$ cat config.mk
export PLATFORM = sky130hd
export DESIGN_NAME = data_table_dispatch
export DESIGN_NICKNAME = d
export VERILOG_FILES = /design/src/rtl/hash_table_pkg.sv /design/src/rtl/data_table_clear_seq.sv /design/src/rtl/data_table_dispatch.sv
export SDC_FILE = /design/constraint.sdc
export NUM_CORES = 1
export LEC_CHECK = 0
export BUFFER_PORTS_ARGS = -buffer_cell sky130_fd_sc_hd__buf_2
export CORE_AREA = 2 2 141 143
export DETAILED_ROUTE_END_ITERATION = 10
export DIE_AREA = 0 0 143 145
export GPL_TIMING_DRIVEN = 0
export PLACE_DENSITY_LB_ADDON = 0.25
export SYNTH_ARGS = -nofsm -noshare
export SYNTH_HDL_FRONTEND = slang
export SYNTH_SLANG_ARGS = --single-unit
$ cat constraint.sdc
create_clock -name clk_i -period 4.23 [get_ports clk_i]
set_clock_uncertainty 0.1 [all_clocks]
set_input_delay 0.846 -clock clk_i [delete_from_list [all_inputs] [get_ports clk_i]]
set_output_delay 0.846 -clock clk_i [all_outputs]
set_load 0.005 [all_outputs]
$ cat src/rtl/hash_table_pkg.sv
`default_nettype none
// ============================================================================
// Module   : hash_table_pkg
// Purpose  : Shared types and defaults for the data table dispatch block.
// Revision : 1.0
// ============================================================================
package hash_table_pkg;

    localparam int DEF_DIR_CNT  = 3;
    localparam int DEF_A_WIDTH  = 10;
    localparam int DEF_D_WIDTH  = 64;
    localparam int DEF_OP_WIDTH = 2;

    // Opcode d addresses engine d; anything at or beyond DIR_CNT is discarded.
    localparam logic [1:0] OP_ENG0    = 2'd0;
    localparam logic [1:0] OP_ENG1    = 2'd1;
    localparam logic [1:0] OP_ENG2    = 2'd2;
    localparam logic [1:0] OP_DISCARD = 2'd3;

    typedef enum logic [1:0] {
        CLR_IDLE  = 2'd0,
        CLR_DRAIN = 2'd1,
        CLR_CLEAR = 2'd2,
        CLR_DONE  = 2'd3
    } clr_state_e;

    function automatic logic multi_hot(input logic [31:0] v);
        return (v & (v - 32'd1)) != 32'd0;
    endfunction

endpackage
`default_nettype wire

$ cat src/rtl/data_table_clear_seq.sv
`default_nettype none
// ============================================================================
// Module   : data_table_clear_seq
// Purpose  : Drain/clear/done sequencer that zeroes the whole data RAM.
// Revision : 1.0
// ============================================================================
module data_table_clear_seq
    import hash_table_pkg::*;
#(
    parameter int DIR_CNT = DEF_DIR_CNT,
    parameter int A_WIDTH = DEF_A_WIDTH
) (
    input  logic               clk_i,
    input  logic               rst_n_i,
    input  logic               clear_run_i,
    input  logic [DIR_CNT-1:0] eng_busy_i,
    output clr_state_e         state_o,
    output logic               clr_wr_en_o,
    output logic [A_WIDTH-1:0] clr_wr_addr_o,
    output logic               clear_busy_o,
    output logic               clear_done_o
);

    clr_state_e         state_q, state_d;
    logic [A_WIDTH-1:0] cnt_q, cnt_d;
    logic               busy_q, busy_d;
    logic               done_q, done_d;

    always_comb begin
        state_d = state_q;
        cnt_d   = cnt_q;
        case (state_q)
            CLR_IDLE:  if (clear_run_i) state_d = CLR_DRAIN;
            CLR_DRAIN: if (eng_busy_i == '0) state_d = CLR_CLEAR;
            CLR_CLEAR: begin
                // Counter wraps back to zero on the final address.
                cnt_d = cnt_q + A_WIDTH'(1);
                if (cnt_q == '1) state_d = CLR_DONE;
            end
            CLR_DONE:  state_d = CLR_IDLE;
            default:   state_d = CLR_IDLE;
        endcase
        busy_d = (state_d != CLR_IDLE);
        done_d = (state_d == CLR_DONE);
    end

    always_ff @(posedge clk_i or negedge rst_n_i) begin
        if (!rst_n_i) begin
            state_q <= CLR_IDLE;
            cnt_q   <= '0;
            busy_q  <= 1'b0;
            done_q  <= 1'b0;
        end else begin
            state_q <= state_d;
            cnt_q   <= cnt_d;
            busy_q  <= busy_d;
            done_q  <= done_d;
        end
    end

    assign state_o       = state_q;
    assign clr_wr_en_o   = (state_q == CLR_CLEAR);
    assign clr_wr_addr_o = cnt_q;
    assign clear_busy_o  = busy_q;
    assign clear_done_o  = done_q;

endmodule
`default_nettype wire

$ cat src/rtl/data_table_dispatch.sv
`default_nettype none
// ============================================================================
// Module   : data_table_dispatch
// Purpose  : Task dispatch to command engines, RAM port muxing and RAM clear.
//            DATA_TABLE_COLLISION_CHK_EN enables the sticky collision flag.
// Revision : 1.0
// ============================================================================
module data_table_dispatch
    import hash_table_pkg::*;
#(
    parameter int DIR_CNT  = DEF_DIR_CNT,
    parameter int A_WIDTH  = DEF_A_WIDTH,
    parameter int D_WIDTH  = DEF_D_WIDTH,
    parameter int OP_WIDTH = DEF_OP_WIDTH
) (
    input  logic                       clk_i,
    input  logic                       rst_n_i,
    input  logic [OP_WIDTH-1:0]        task_opcode_i,
    input  logic                       task_valid_i,
    output logic                       task_ready_o,
    output logic [DIR_CNT-1:0]         eng_task_valid_o,
    input  logic [DIR_CNT-1:0]         eng_task_ready_i,
    input  logic [DIR_CNT-1:0]         eng_busy_i,
    input  logic [DIR_CNT*A_WIDTH-1:0] eng_rd_addr_i,
    input  logic [DIR_CNT-1:0]         eng_rd_en_i,
    input  logic [DIR_CNT*A_WIDTH-1:0] eng_wr_addr_i,
    input  logic [DIR_CNT*D_WIDTH-1:0] eng_wr_data_i,
    input  logic [DIR_CNT-1:0]         eng_wr_en_i,
    output logic [A_WIDTH-1:0]         ram_rd_addr_o,
    output logic                       ram_rd_en_o,
    output logic [A_WIDTH-1:0]         ram_wr_addr_o,
    output logic [D_WIDTH-1:0]         ram_wr_data_o,
    output logic                       ram_wr_en_o,
    input  logic                       clear_run_i,
    output logic                       clear_busy_o,
    output logic                       clear_done_o,
    output logic                       err_collision_o
);

    clr_state_e         clr_state;
    logic               clr_wr_en;
    logic [A_WIDTH-1:0] clr_wr_addr;
    logic               idle;
    logic               other_busy;

    data_table_clear_seq #(
        .DIR_CNT (DIR_CNT),
        .A_WIDTH (A_WIDTH)
    ) u_clear_seq (
        .clk_i         (clk_i),
        .rst_n_i       (rst_n_i),
        .clear_run_i   (clear_run_i),
        .eng_busy_i    (eng_busy_i),
        .state_o       (clr_state),
        .clr_wr_en_o   (clr_wr_en),
        .clr_wr_addr_o (clr_wr_addr),
        .clear_busy_o  (clear_busy_o),
        .clear_done_o  (clear_done_o)
    );

    assign idle = (clr_state == CLR_IDLE);

    // A task goes out only when every other engine is quiet.
    always_comb begin
        eng_task_valid_o = '0;
        task_ready_o     = 1'b0;
        other_busy       = 1'b0;
        if (idle) begin
            if (int'(task_opcode_i) >= DIR_CNT) begin
                task_ready_o = 1'b1;
            end else begin
                for (int j = 0; j < DIR_CNT; j++) begin
                    if (j != int'(task_opcode_i) && eng_busy_i[j]) other_busy = 1'b1;
                end
                if (!other_busy) begin
                    for (int d = 0; d < DIR_CNT; d++) begin
                        if (d == int'(task_opcode_i)) begin
                            eng_task_valid_o[d] = task_valid_i;
                            task_ready_o        = eng_task_ready_i[d];
                        end
                    end
                end
            end
        end
    end

    // Descending scan so the lowest requesting index is the last to assign.
    always_comb begin
        ram_rd_en_o   = 1'b0;
        ram_rd_addr_o = '0;
        for (int i = DIR_CNT - 1; i >= 0; i--) begin
            if (eng_rd_en_i[i]) begin
                ram_rd_en_o   = 1'b1;
                ram_rd_addr_o = eng_rd_addr_i[i*A_WIDTH +: A_WIDTH];
            end
        end
    end

    always_comb begin
        ram_wr_en_o   = 1'b0;
        ram_wr_addr_o = '0;
        ram_wr_data_o = '0;
        for (int i = DIR_CNT - 1; i >= 0; i--) begin
            if (eng_wr_en_i[i]) begin
                ram_wr_en_o   = 1'b1;
                ram_wr_addr_o = eng_wr_addr_i[i*A_WIDTH +: A_WIDTH];
                ram_wr_data_o = eng_wr_data_i[i*D_WIDTH +: D_WIDTH];
            end
        end
        if (clr_wr_en) begin
            ram_wr_en_o   = 1'b1;
            ram_wr_addr_o = clr_wr_addr;
            ram_wr_data_o = '0;
        end
    end

`ifdef DATA_TABLE_COLLISION_CHK_EN
    logic err_q, err_d;

    always_comb begin
        err_d = err_q
              | multi_hot(32'(eng_rd_en_i))
              | multi_hot(32'(eng_wr_en_i))
              | (clr_wr_en & (|eng_wr_en_i));
    end

    always_ff @(posedge clk_i or negedge rst_n_i) begin
        if (!rst_n_i) err_q <= 1'b0;
        else          err_q <= err_d;
    end

    assign err_collision_o = err_q;
`else
    assign err_collision_o = 1'b0;
`endif

endmodule
`default_nettype wire

# Word-level counts from Yosys, hierarchy flattened
# Cells that the tools add are included.
# Widths: inputs -> output; s select.
totals:
  register_bits: 14
  output_inout_bits: 93
  inputBits: 270
classes:
  add_sub_neg: 1
  n_eq_ne: 9
  n_lt_le_gt_ge: 1
  mux: 39
  reduce_logical: 8
ops:
  columns: ["cell", "count"]
  rows:
  - ["$mux 64", 4]
  - ["$mux 10", 7]
  - ["$mux 1", 21]
  - ["$add 10x1->10 const B", 1]
  - ["$eq 10x10->1 const B", 1]
  - ["$mux 3", 3]
  - ["$pmux 2 s4", 1]
  - ["$eq 2x2->1 const B", 3]
  - ["$mux 2", 3]
  - ["$eq 2x2->1 const A", 2]
  - ["$logic_not 2->1", 2]
  - ["$ne 2x2->1 const A", 2]
  - ["$reduce_bool 2->1", 2]
  - ["$logic_and 1x1->1", 3]
  - ["$logic_not 3->1", 1]
  - ["$eq 2x1->1 const B", 1]
  - ["$ge 2x2->1 const B", 1]

# Depth between registers and ports, before layout
# Gate-level depths: netlist of the first run.
depth:
  depth_word: 10
  mapped_depth: 6
  depth_no_buf: 4

# Modules after synthesis
# Synthesis of the first run repeated with hierarchy kept, for this count alone.
unflattened:
  hier_cells: 379
  hier_area_um2: 2810.2
modules_own_cells:
  columns: ["module", "area_each_um2", "cells_each", "n_inst"]
  rows:
  - ["data_table_dispatch", 2198.4, 330, 1]
  - ["data_table_clear_seq", 611.8, 49, 1]

# Least setup slack after synthesis of the first run
# Ideal clock, no wire load.
synth_path:
  kind: "input to output"
  startpoint: "input port eng_wr_en_i[2]"
  endpoint: "output port ram_wr_data_o[23]"
  required_ns: 3.284
  path_buffers: 2
  path_stages: 5
  path_slack_ns: 1.606
  arrival_ns: 1.678
  path_cell_list: "nor2b_1 buf_2 buf_1 a221oi_1 nor3_1"
synth_between:
  elab_chain_len: 4
synth_rtl:
  columns: ["element", "line", "source"]
  rows:
  - ["start: declaration", "data_table_dispatch.sv:28", "input logic [DIR_CNT-1:0] eng_wr_en_i,"]
  - ["$mux 64 (3 in a row)", "data_table_dispatch.sv:104", "if (eng_wr_en_i[i]) begin"]
  - ["$mux 64", "data_table_dispatch.sv:110", "if (clr_wr_en) begin"]
  - ["end: declaration", "data_table_dispatch.sv:32", "output logic [D_WIDTH-1:0] ram_wr_data_o,"]
# Every way passes these cells.

# Final worst setup path of the first run
layout_path:
  startpoint: "input port eng_wr_en_i[1]"
  endpoint: "output port ram_wr_data_o[52]"
layout_between:
  elab_chain_len: 3
layout_rtl:
  columns: ["element", "line"]
  rows:
  - ["$mux 64 (2 in a row)", "data_table_dispatch.sv:104"]
  - ["$mux 64", "data_table_dispatch.sv:110"]
# Every way passes these cells.

==> out/summary.md, run 1 <==
The flow ran to the end, and the final reports show no timing, DRC or antenna violations. Height of the chip: 145 µm. The congestion estimate from routability-driven global placement came to 0.8544. In this run, synthesis inferred 0 flip-flops with an integrated enable. Setup repair after global routing left no endpoint under its margin.

In this run the core area contains 51 standard-cell rows. The number of buffers inserted for hold repair after clock tree synthesis was 0; the fraction of final layout cells with drive strength greater than 1 was 50.33%. Before antenna repair, the detailed router went through 5 iterations. Total power for the finished layout comes to 0.0005874 W. The tools report the via count as 4464. Once routing completed, OpenROAD measured the worst setup slack at 0.7958 ns.

The worst slack after detailed placement was 0.8042 ns. The post-route minimum period is 3.434 ns. The CTS clock-pin slew for the worst setup and hold paths works out to 0.04 ns.

The first global-routing pass estimated 23560 µm of wire. The port buffer count was 361; the post-synthesis cell type count was 30. The logs give 15790 µm for the wire length reported by the detailed router and 0.00008278 V for the maximum vdd ir drop.

The number of nets handed over by synthesis was 656. TritonCTS built the clock tree. The worst hold path begins at u_clear_seq.clr_wr_addr_o[8]. In this run the horizontal extent of the chip is 143 µm. The count of antenna-violating nets left after detailed routing came out at 0.

In the routed design, unresolved DRC markers number 0. The run gives 3.28 ns as the worst path required time. The cell that appears most often on the critical path is buf_2. Of all cell types, the one taking the most synthesized area is a221oi_1.

CTS saw 14 sinks. After layout, the worst path uses 81.19% of the clock period. The synthesis-to-layout area growth was 91.94%. The CTS H-tree depth was 1; the delay of the slowest critical-path stage was 0.49 ns. The logs give 0 for the total grt overflow and 2 for the maximum number of buffers from clock root to sink. Buffers inserted during clock tree synthesis total 3.

STA classifies the critical path startpoint as an input port. The startpoint identified for the worst register-to-register timing path is u_clear_seq.state_o[1]. The worst min-delay path class was flop to flop. Entering global routing, the biggest net connects 15 pins. The endpoint identified for the worst register-to-register timing path is u_clear_seq.clr_wr_addr_o[1].

Across all hold checks on the routed design, the worst slack comes to 0.3949 ns. The worst setup path is of the input port to primary output kind. The initial utilization of the core area, before any placement, comes to 12.53%. The number of warning messages in the yosys log is 0.

The largest individual stage delay along the critical path comes from the cell clkbuf_1. The hold violation total from the final report is 0. The cell at the root of the clock tree was clkbuf_16.

After the last flow step, the layout net total stands at 1022. For this run, the share of the core covered by cells in the final layout is 24.06%. The total area inside the core boundary comes to 0.01921 mm². The run gives 0 as the number of antenna violations at the first check in global routing.

The count of pins over their slew limit was 0; the share of async-settable or async-resettable flops after synthesis was 100.0%. The die covers 0.02074 mm². The DRC violation total after the first TritonRoute iteration was 206.

In this run the register-to-register setup slack is 2.54 ns. After synthesis the cells add up to 0.002407 mm². Walking the worst path, the cells encountered are buf_2, nor2b_1, buf_2, clkbuf_1, a221oi_1, nor3_1, buf_2.

For the tightest slew margin relative to the limit, the log shows 62.62%. Along the worst path, the maximum fanout reaches 10. After legalization and detailed placement, the total HPWL measured 12910 µm. For the pin with the worst max-slew slack, the measured transition is 0.5607 ns. The logs give 2.49 ns for the worst endpoint data arrival time and 0 for the max-cap check violation count.

The number of setup buffers added after CTS is 0. The number of cells on the worst hold path is 1. The wire length per cell after detailed routing was 15.57 µm; the final total negative setup slack was 0 ns.

Global routing used 14.19% of the available tracks. Cell count of the worst reg-to-reg path: 6. After synthesis the netlist holds a flip-flop and latch count of 14.

Type of element capturing the critical path: a primary output. Once the clock tree was built, the resizer swapped 0 gates to a different size. The analysis attributes to cell leakage a power of 2.415 nW. For this run, the leading register cell type out of synthesis is dfrtp_1. Total power density per cell area: 127.1 mW/mm².

The mean post-synth cell area is 6.253 µm². For the number of global-route vias before repair, the log shows 4414. The top cell type by area accounts for 26.56% of the synthesized area. At the later pin of the worst-skew pair, clock insertion delay measures 0.24 ns. The logs give 2219 for the number of fill cells in the layout and 14.55% for the share of the yosys chip area belonging to registers. The top-level I/O count is 363, and the detail-routed via count per cell is 4.402. In the post-synthesis netlist, the biggest area contributors are a221oi_1 27%, dfrtp_1 15%, nor3_1 14%.

Setup violations remaining at the end of the flow were counted as 0. Synthesis produced a netlist whose cell count is 385. The highest clock frequency the design can meet was 0.2912 GHz.

The tools report the number of diodes added for antenna fixing as 0. The capture endpoint of the worst hold path is u_clear_seq.clr_wr_addr_o[8].
[state kept, by name (all words and copies together) (netlist names)]
name	flops
u_clear_seq.clr_wr_addr_o	10
u_clear_seq.state_o	2
u_clear_seq.clear_busy_o	1
u_clear_seq.clear_done_o	1
[cell usage after synthesis, drive strengths merged (2+ instances only)]
cell / instances
dfrtp: 14
a21oi: 3
nor2b: 3
nand3: 4
nor3: 66
nand2b: 2
nor2: 72
buf: 17
or4: 2
o21ai: 32
and3: 3
inv: 4
a22oi: 10
nand2: 31
clkbuf: 30
xnor2: 8
a221oi: 73
[per-stage QoR]
stage                     instance area [µm²]  std cells
after CTS                                4621       1014
after global routing                     4621       1014
after floorplan                          2407        385
after detailed placement                 4546       1011
final                                    4621       1014
after global placement                   4546       1011
[critical path, delay by kind of cell]
family	cells	cell delay, ns
buffers and inverters	4	1.10
AO/OA/AOI/OAI	1	0.25
AND/OR/NAND/NOR	2	0.29
[how the worst max path moves through the flow]
stage                   start           endpoint  slack, ns  depth (start not counted)
2_1_floorplan  eng_wr_en_i[2]  ram_wr_data_o[23]       1.61                          5
4_1_cts        eng_wr_en_i[1]  ram_wr_data_o[52]       0.79                          7
6_report       eng_wr_en_i[1]  ram_wr_data_o[52]       0.80                          7
5_1_grt        eng_wr_en_i[1]  ram_wr_data_o[51]       0.61                          7
3_3_place_gp   eng_wr_en_i[1]  ram_wr_data_o[52]       0.81                          7
3_5_place_dp   eng_wr_en_i[1]  ram_wr_data_o[52]       0.80                          7
[layout by cell type (no fill, tap or decap), types with 2 or more instances in the layout]
| master | n |
|---|---|
| and3_1 | 3 |
| nor2_1 | 72 |
| nor2b_1 | 3 |
| nand3_1 | 4 |
| a221oi_1 | 73 |
| buf_2 | 373 |
| nand2_1 | 31 |
| buf_1 | 4 |
| a22oi_1 | 10 |
| clkbuf_1 | 30 |
| nand2b_1 | 2 |
| nor3_1 | 66 |
| xnor2_1 | 8 |
| a21oi_1 | 3 |
| dfrtp_1 | 14 |
| or4_1 | 2 |
| inv_1 | 4 |
| o21ai_0 | 32 |
| clkbuf_16 | 3 |
[per-layer routing]
metal	global-route usage (%)	share of wire, %	vias to the layer above	wire, µm
li1	-	-	2209	-
met5	0	0	-	0
met3	2.112	6.4	7	1018
met1	18.12	42	2048	6592
met2	25.72	51	200	8112
met4	1.584	0.42	0	66
[cell type report]
cell class	instances	area (µm²)	area share [%]
well taps	265	331.6	7.176
flip-flops and latches	14	350.3	7.582
plain buffers	47	195.2	4.224
inverters	4	15.01	0.3249
multi-input cells	320	1847	39.97
clock buffers	3	75.07	1.625
repair buffers	361	1807	39.10
[cells by family (layout without fill, tap and decap cells)]
kind of cell | after synthesis | after routing | synth area share (%)
xor+xnor | 9 | 9 | 3.275
simple gates | 188 | 188 | 34.77
flops | 14 | 14 | 14.55
compound gates | 121 | 121 | 37.99
other cells | 1 | 1 | 0.1558
buf+inv | 51 | 415 | 8.732
fa+ha+maj | 1 | 1 | 0.5197
[power by group]
| group | leakage, nW | internal (W) | total, W | switching (W) |
|---|---|---|---|---|
| clock network | 0.0370 | 0.000123 | 0.000174 | 0.0000510 |
| logic | 2.21 | 0.000142 | 0.000279 | 0.000137 |
| registers | 0.171 | 0.000134 | 0.000134 | 0 |
No activity file was read; power rests on OpenSTA's default activity.
==> run 2, diff against run 1 <==
--- a/config.mk
+++ b/config.mk
@@ -6,9 +6,9 @@
 export NUM_CORES = 1
 export LEC_CHECK = 0
 export BUFFER_PORTS_ARGS = -buffer_cell sky130_fd_sc_hd__buf_2
-export CORE_AREA = 2 2 141 143
+export CORE_AREA = 2 2 139 141
 export DETAILED_ROUTE_END_ITERATION = 10
-export DIE_AREA = 0 0 143 145
+export DIE_AREA = 0 0 141 143
 export GPL_TIMING_DRIVEN = 0
 export PLACE_DENSITY_LB_ADDON = 0.25
 export SYNTH_ARGS = -nofsm -noshare
==> constraint.sdc (replaced) <==
create_clock -name clk_i -period 3.6 [get_ports clk_i]
set_clock_uncertainty 0.1 [all_clocks]
set_input_delay 0.72 -clock clk_i [delete_from_list [all_inputs] [get_ports clk_i]]
set_output_delay 0.72 -clock clk_i [all_outputs]
set_load 0.005 [all_outputs]
==> out/summary.md, run 2 (same netlist as run 1, synthesis figures left out) <==
The run finished with clean final reports. The via count was 4461 (was 4464). Setup repair after global routing left no endpoint under its margin.

For the tightest slew margin relative to the limit, the log shows 55.31% (was 62.62%). The type of element capturing the critical path was a primary output (unchanged). The global-route wire length before repair came out at 22630 µm (was 23560 µm). The logs give 0 (unchanged) for the count of antenna-violating nets left after detailed routing and 0.3213 GHz for the highest clock frequency the design can meet. The static power due to leakage was 2.423 nW (was 2.415 nW). The DRC violation total after the first TritonRoute iteration was 237 (was 206); the total global-route track usage was 13.99% (was 14.19%).

The slew of the pin with the lowest slew margin is 0.6704 ns (was 0.5607 ns). The tools report the number of clock buffers inserted by TritonCTS as 3 (unchanged). The effective utilization at floorplan came out at 12.96% (was 12.53%).

The logs give 0.7893 (was 0.8544) for the final weighted congestion of routability-driven global placement and 0.02016 mm² (was 0.02074 mm²) for the area of the die. The fraction of final layout cells with drive strength greater than 1 was 50.40% (was 50.33%); the share of the cycle needed by the critical path after routing was 86.45%. The hold violation total from the final report came out at 0 (unchanged).

The tools report the maximum number of buffers from clock root to sink as 2 (unchanged). The final total negative setup slack is 0 ns (unchanged), and the detailed-router iteration count before antenna repair is 4 (was 5). Die extent in x: 141 µm (was 143 µm).

The largest net degree at the start of global routing is 15 (unchanged), and the worst endpoint data arrival time is 2.29 ns (was 2.49 ns). The number of sinks handled by clock tree synthesis is 14 (unchanged). The detail-routed via count per cell works out to 4.529 (was 4.402). The tools report the number of antenna violations at the first check in global routing as 1 (was 0).

The standard-cell row count is 50 (was 51). The CTS clock-pin slew for the worst setup and hold paths is 0.05 ns (was 0.04 ns), and the number of endpoints failing setup at the final stage is 0 (unchanged). The synthesis-to-layout area growth was 91.01% (was 91.94%); the port buffer count was 361 (unchanged).

The CTS H-tree depth is 1 (unchanged), and the number of buffers inserted for hold repair after clock tree synthesis is 0 (unchanged). The worst min-delay path class was input port to asynchronous set/reset pin (was flop to flop). TritonCTS built the clock tree. The worst path required time was 2.78 ns (was 3.28 ns); the wire length reported by the detailed router was 15750 µm (was 15790 µm). The final net count came out at 1022 (unchanged). The logs give 0 (unchanged) for the total grt overflow and 0 (unchanged) for the post-cts sizing count.

The number of flip-flops in the largest register is 10 (unchanged), and the count of pins over their slew limit is 0 (unchanged). The cell at the root of the clock tree is clkbuf_16 (unchanged). Most common library cell in the layout ignoring fill and taps: buf_2 (unchanged). Commonest non-fill, non-tap cells in the layout: 373 x buf_2, 73 x a221oi_1, 72 x nor2_1 (unchanged). The height of the chip is 143 µm (was 145 µm). The tools report the number of DRC violations after detailed routing as 0 (unchanged). The post-route minimum period is 3.112 ns. The startpoint kind of the worst setup timing path is an input port (unchanged). The max-cap check violation count is 0 (unchanged), and the source-to-sink clock delay at the later pin of the worst-skew pair is 0.24 ns (about the same). For the overall power, the log shows 0.0007111 W (was 0.0005874 W). The estimated wirelength of the detail-placed design was 13110 µm (was 12910 µm); the number of global-route vias before repair was 4270 (was 4414).

The buffer count from post-CTS setup fixing was 0 (unchanged); the floorplan core area was 0.01858 mm² (was 0.01921 mm²). The wire length per cell after detailed routing is 15.98 µm (was 15.57 µm), and the maximum vdd ir drop is 0.00009785 V (was 0.00008278 V). The total power density per cell area was 154.6 mW/mm² (was 127.1 mW/mm²); the top-level I/O count was 363 (unchanged). Critical path class: input port to primary output (unchanged). The maximum net fanout on the critical path is 10 (unchanged).
-- run 2: metal layers --
layer  up-vias  track usage [%]  share of wire [%]
li1       2208                -                  -
met1      2047            17.65                 41
met2       192            25.88                 52
met3        14            1.811                6.0
met4         0            2.211                1.0
met5         -                0                  0
-- run 2: final cells by class --
type	instances	area [µm²]
sequential	14	350.3
tap	234	292.8
buffer	47	195.2
fill	2120	13980
inverter	4	15.01
clock buffer	4	88.84
multi-input combinational	320	1847
timing repair buffer	361	1807
antenna	1	2.502
-- run 2: final timing paths --
path / slack [ns] / start / endpoint / cells after the start
setup / recovery: 0.49 / eng_wr_en_i[1] / ram_wr_data_o[24] / 7
hold / removal: 0.28 / rst_n_i / u_clear_seq.clear_done_o / 1
setup reg to reg: 1.97 / u_clear_seq.state_o[1] / u_clear_seq.clr_wr_addr_o[1] / 6
hold reg to reg: 0.39 / u_clear_seq.clr_wr_addr_o[8] / u_clear_seq.clr_wr_addr_o[8] / 1
max in group asynchronous: 2.88 / rst_n_i / u_clear_seq.clr_wr_addr_o[6] / 1
min in group clk_i: 0.39 / u_clear_seq.clr_wr_addr_o[8] / u_clear_seq.clr_wr_addr_o[8] / 1
-- run 2: metrics by stage --
| step | area, µm² | setup WS (ns) | std cells | util [%] | hold slack (ns) |
|---|---|---|---|---|---|
| after CTS | 4596 | 0.5103 | 984 | 24.73 | 0.2848 |
| after detailed placement | 4507 | 0.5092 | 980 | 24.26 | 0.3863 |
| after global placement | 4507 | 0.4729 | 980 | 24.26 | 0.3862 |
| after global routing | 4598 | 0.3540 | 985 | 24.75 | 0.2951 |
| final | 4598 | 0.4879 | 985 | 24.75 | 0.2755 |
| after floorplan | 2407 | 1.228 | 385 | - | 0.3244 |
-- run 2: critical path, cell delays in order --
cell      delay (ns)
buf_2           0.13
nor2b_1         0.10
buf_2           0.29
buf_1           0.41
a221oi_1        0.17
nor3_1          0.28
buf_2           0.18
-- run 2: report_power, final --
group / switching [W] / leakage (nW) / internal (W)
clock network: 0.0000603 / 0.0442 / 0.000168
registers: 0 / 0.171 / 0.000158
logic: 0.000158 / 2.21 / 0.000167
==> run 3, diff against run 2 <==
--- a/config.mk
+++ b/config.mk
@@ -6,9 +6,11 @@
 export NUM_CORES = 1
 export LEC_CHECK = 0
 export BUFFER_PORTS_ARGS = -buffer_cell sky130_fd_sc_hd__buf_2
-export CORE_AREA = 2 2 139 141
+export CELL_PAD_IN_SITES_DETAIL_PLACEMENT = 0
+export CELL_PAD_IN_SITES_GLOBAL_PLACEMENT = 2
+export CORE_MARGIN = 2
+export CORE_UTILIZATION = 12
 export DETAILED_ROUTE_END_ITERATION = 10
-export DIE_AREA = 0 0 141 143
 export GPL_TIMING_DRIVEN = 0
 export PLACE_DENSITY_LB_ADDON = 0.25
 export SYNTH_ARGS = -nofsm -noshare
==> out/summary.md, run 3 (same netlist as run 1, synthesis figures left out) <==
Setup repair after global routing left no endpoint under its margin. The worst slack after detailed placement is 0.4382 ns (was 0.5092 ns). CTS clock-pin slew for the worst setup and hold paths: 0.05 ns (about the same).

For the worst endpoint data arrival time, the log shows 2.31 ns (was 2.29 ns). The startpoint kind of the worst setup timing path was an input port (unchanged). The worst min-delay path class is input port to asynchronous set/reset pin (unchanged). The number of sinks handled by clock tree synthesis is 14 (unchanged), and the final net count is 1022 (unchanged). The logs give 0 (unchanged) for the number of endpoints failing setup at the final stage and 0.01959 mm² (was 0.01858 mm²) for the floorplan core area. The via count is 4508 (was 4461). The worst reg2reg path startpoint is u_clear_seq.state_o[1] (unchanged). The number of global-route vias before repair was 4598 (was 4270).

The number of antenna violations at the first check in global routing was 0 (was 1). The synthesis-to-layout area growth was 92.52% (was 91.01%); the number of flip-flops in the largest register was 10 (unchanged). The tightest slew margin relative to the limit is 59.92% (was 55.31%), and the wire length per cell after detailed routing is 16.00 µm (was 15.98 µm).

The height of the chip was 145.6 µm (was 143 µm); the static power due to leakage was 2.423 nW (about the same). The tools report the termination of the worst setup path as ram_wr_data_o[61] (was ram_wr_data_o[24]). The buffering stage count on the worst path with inverters included came out at 4 (unchanged). The delay of the slowest critical-path stage was 0.49 ns (was 0.41 ns). The share of the cycle needed by the critical path after routing is 87.07% (was 86.45%), and the detailed-router iteration count before antenna repair is 4 (unchanged). Post-route minimum period: 3.135 ns (was 3.112 ns).

The total grt overflow is 0 (unchanged). The minimum setup slack in the final design is 0.4653 ns (was 0.4879 ns). The flow ran to the end, and the final reports show no timing, DRC or antenna violations. The maximum net fanout on the critical path came out at 10 (unchanged). Capturing point of the worst reg2reg path: u_clear_seq.clr_wr_addr_o[1] (unchanged). The tools report the largest net degree at the start of global routing as 15 (unchanged).

The die extent in x is 145.6 µm (was 141 µm). The number of fill cells in the layout is 2314 (was 2120). The cell count of the worst reg-to-reg path is 6 (unchanged).

The run gives 363 (unchanged) as the top-level I/O count. The tools report the maximum vdd ir drop as 0.00009461 V (was 0.00009785 V). The tools report the post-cts sizing count as 0 (unchanged).

The detail-routed via count per cell was 4.441 (was 4.529); the estimated wirelength of the detail-placed design was 13650 µm (was 13110 µm). The cell at the root of the clock tree is clkbuf_16 (unchanged). The tools report the buffer count from post-CTS setup fixing as 0 (unchanged). The global-route wire length before repair was 24820 µm (was 22630 µm).

The tools report the hold violation total from the final report as 0 (unchanged). The logs give 239 (was 237) for the DRC violation total after the first TritonRoute iteration and 1 (unchanged) for the CTS H-tree depth. For the total global-route track usage, the log shows 14.35% (was 13.99%). The number of clock buffers inserted by TritonCTS came out at 3 (unchanged). The port buffer count came out at 361 (unchanged). The max-cap check violation count was 0 (unchanged); the final total negative setup slack was 0 ns (unchanged). Commonest non-fill, non-tap cells in the layout: 373 x buf_2, 73 x a221oi_1, 72 x nor2_1 (unchanged). The cell type of the slowest stage on the worst timing path was buf_1 (unchanged).

The tools report the source-to-sink clock delay at the later pin of the worst-skew pair as 0.25 ns (was 0.24 ns). For the number of diodes added for antenna fixing, the log shows 0 (was 1). The run gives 0.2668 ns (was 0.2755 ns) as the worst hold slack across all endpoints. Critical-path cell list: buf_2, nor2b_1, buf_2, buf_1, a221oi_1, nor3_1, buf_2 (unchanged). The slew of the pin with the lowest slew margin is 0.6012 ns (was 0.6704 ns). The maximum number of buffers from clock root to sink is 2 (unchanged), and the number of buffers inserted for hold repair after clock tree synthesis is 0 (unchanged). The worst path required time is 2.78 ns (about the same).

The run gives 0 (unchanged) as the count of antenna-violating nets left after detailed routing. The most common library cell in the layout ignoring fill and taps is buf_2 (unchanged). The flop-to-flop setup slack was 1.98 ns (was 1.97 ns). The area of the die is 0.02121 mm² (was 0.02016 mm²). For the standard-cell row count, the log shows 51 (was 50). TritonCTS built the clock tree. Wire length reported by the detailed router: 16240 µm (was 15750 µm).

The final weighted congestion of routability-driven global placement is 0.8029 (was 0.7893). Family of cells with the greatest summed delay on the critical path: buffers and inverters (unchanged). The highest clock frequency the design can meet was 0.3190 GHz (was 0.3213 GHz). The critical path class is input port to primary output (unchanged). The tools report the number of DRC violations after detailed routing as 0 (unchanged). The run gives 12.29% (was 12.96%) as the effective utilization at floorplan. The first element of the critical path is eng_wr_en_i[1] (unchanged).

The type of element capturing the critical path is a primary output (unchanged). The fraction of final layout cells with drive strength greater than 1 was 50.40% (unchanged); the instance count on the critical path was 7 (unchanged). Most used cell along the critical path: buf_2 (unchanged). The count of pins over their slew limit was 0 (unchanged). The total power density per cell area is 155.4 mW/mm² (was 154.6 mW/mm²).
## run 3: worst register-to-register path: stages, from the launching register on
cell and delay, ns:
dfrtp_1 0.44, nor2b_1 0.15, buf_2 0.19, buf_2 0.25, buf_2 0.29, nand2_1 0.08
nand2_1 0.06
## run 3: area by class of cell
cell class                 instances  area (µm²)  share of cell area, %
multi-input combinational        320        1847                  39.85
inverter                           4       15.01                 0.3240
clock buffer                       4       88.84                  1.917
sequential                        14       350.3                  7.559
tap                              265       331.6                  7.154
buffer                            47       195.2                  4.212
timing repair buffer             361        1807                  38.98
## run 3: worst min-delay path by stage
stage | startpoint | endpoint | slack [ns] | cells past startpoint
after global routing | rst_n_i | u_clear_seq.clr_wr_addr_o[7] | 0.29 | 1
after global placement | u_clear_seq.clr_wr_addr_o[6] | u_clear_seq.clr_wr_addr_o[6] | 0.38 | 1
final | rst_n_i | u_clear_seq.clr_wr_addr_o[1] | 0.27 | 1
after CTS | rst_n_i | u_clear_seq.clear_busy_o | 0.27 | 1
after detailed placement | u_clear_seq.clr_wr_addr_o[6] | u_clear_seq.clr_wr_addr_o[6] | 0.40 | 1
after floorplan | rst_n_i | u_clear_seq.clear_busy_o | 0.32 | 0
## run 3: routing by layer
layer,track usage [%],part of all wire [%],vias to the layer above
li1,-,-,2213
met1,16.64,39,2068
met2,27.91,53,213
met3,2.100,5.9,14
met4,2.647,1.2,0
met5,0,0,-
## run 3: where the power goes
part | internal (W) | switching (W)
registers | 0.000158 | 0
logic | 0.000167 | 0.000159
clock network | 0.000169 | 0.0000678
total | 0.000493 | 0.000227
## run 3: per-stage QoR
stage | cell area [µm²] | instances | util [%] | total power (W)
2_1_floorplan | 2407 | 385 | - | 0.0002860
3_3_place_gp | 4546 | 1011 | 23.20 | 0.0004837
3_5_place_dp | 4546 | 1011 | 23.20 | 0.0004866
4_1_cts | 4634 | 1015 | 23.66 | 0.0007275
5_1_grt | 4634 | 1015 | 23.66 | 0.0007718
6_report | 4634 | 1015 | 23.66 | 0.0007202
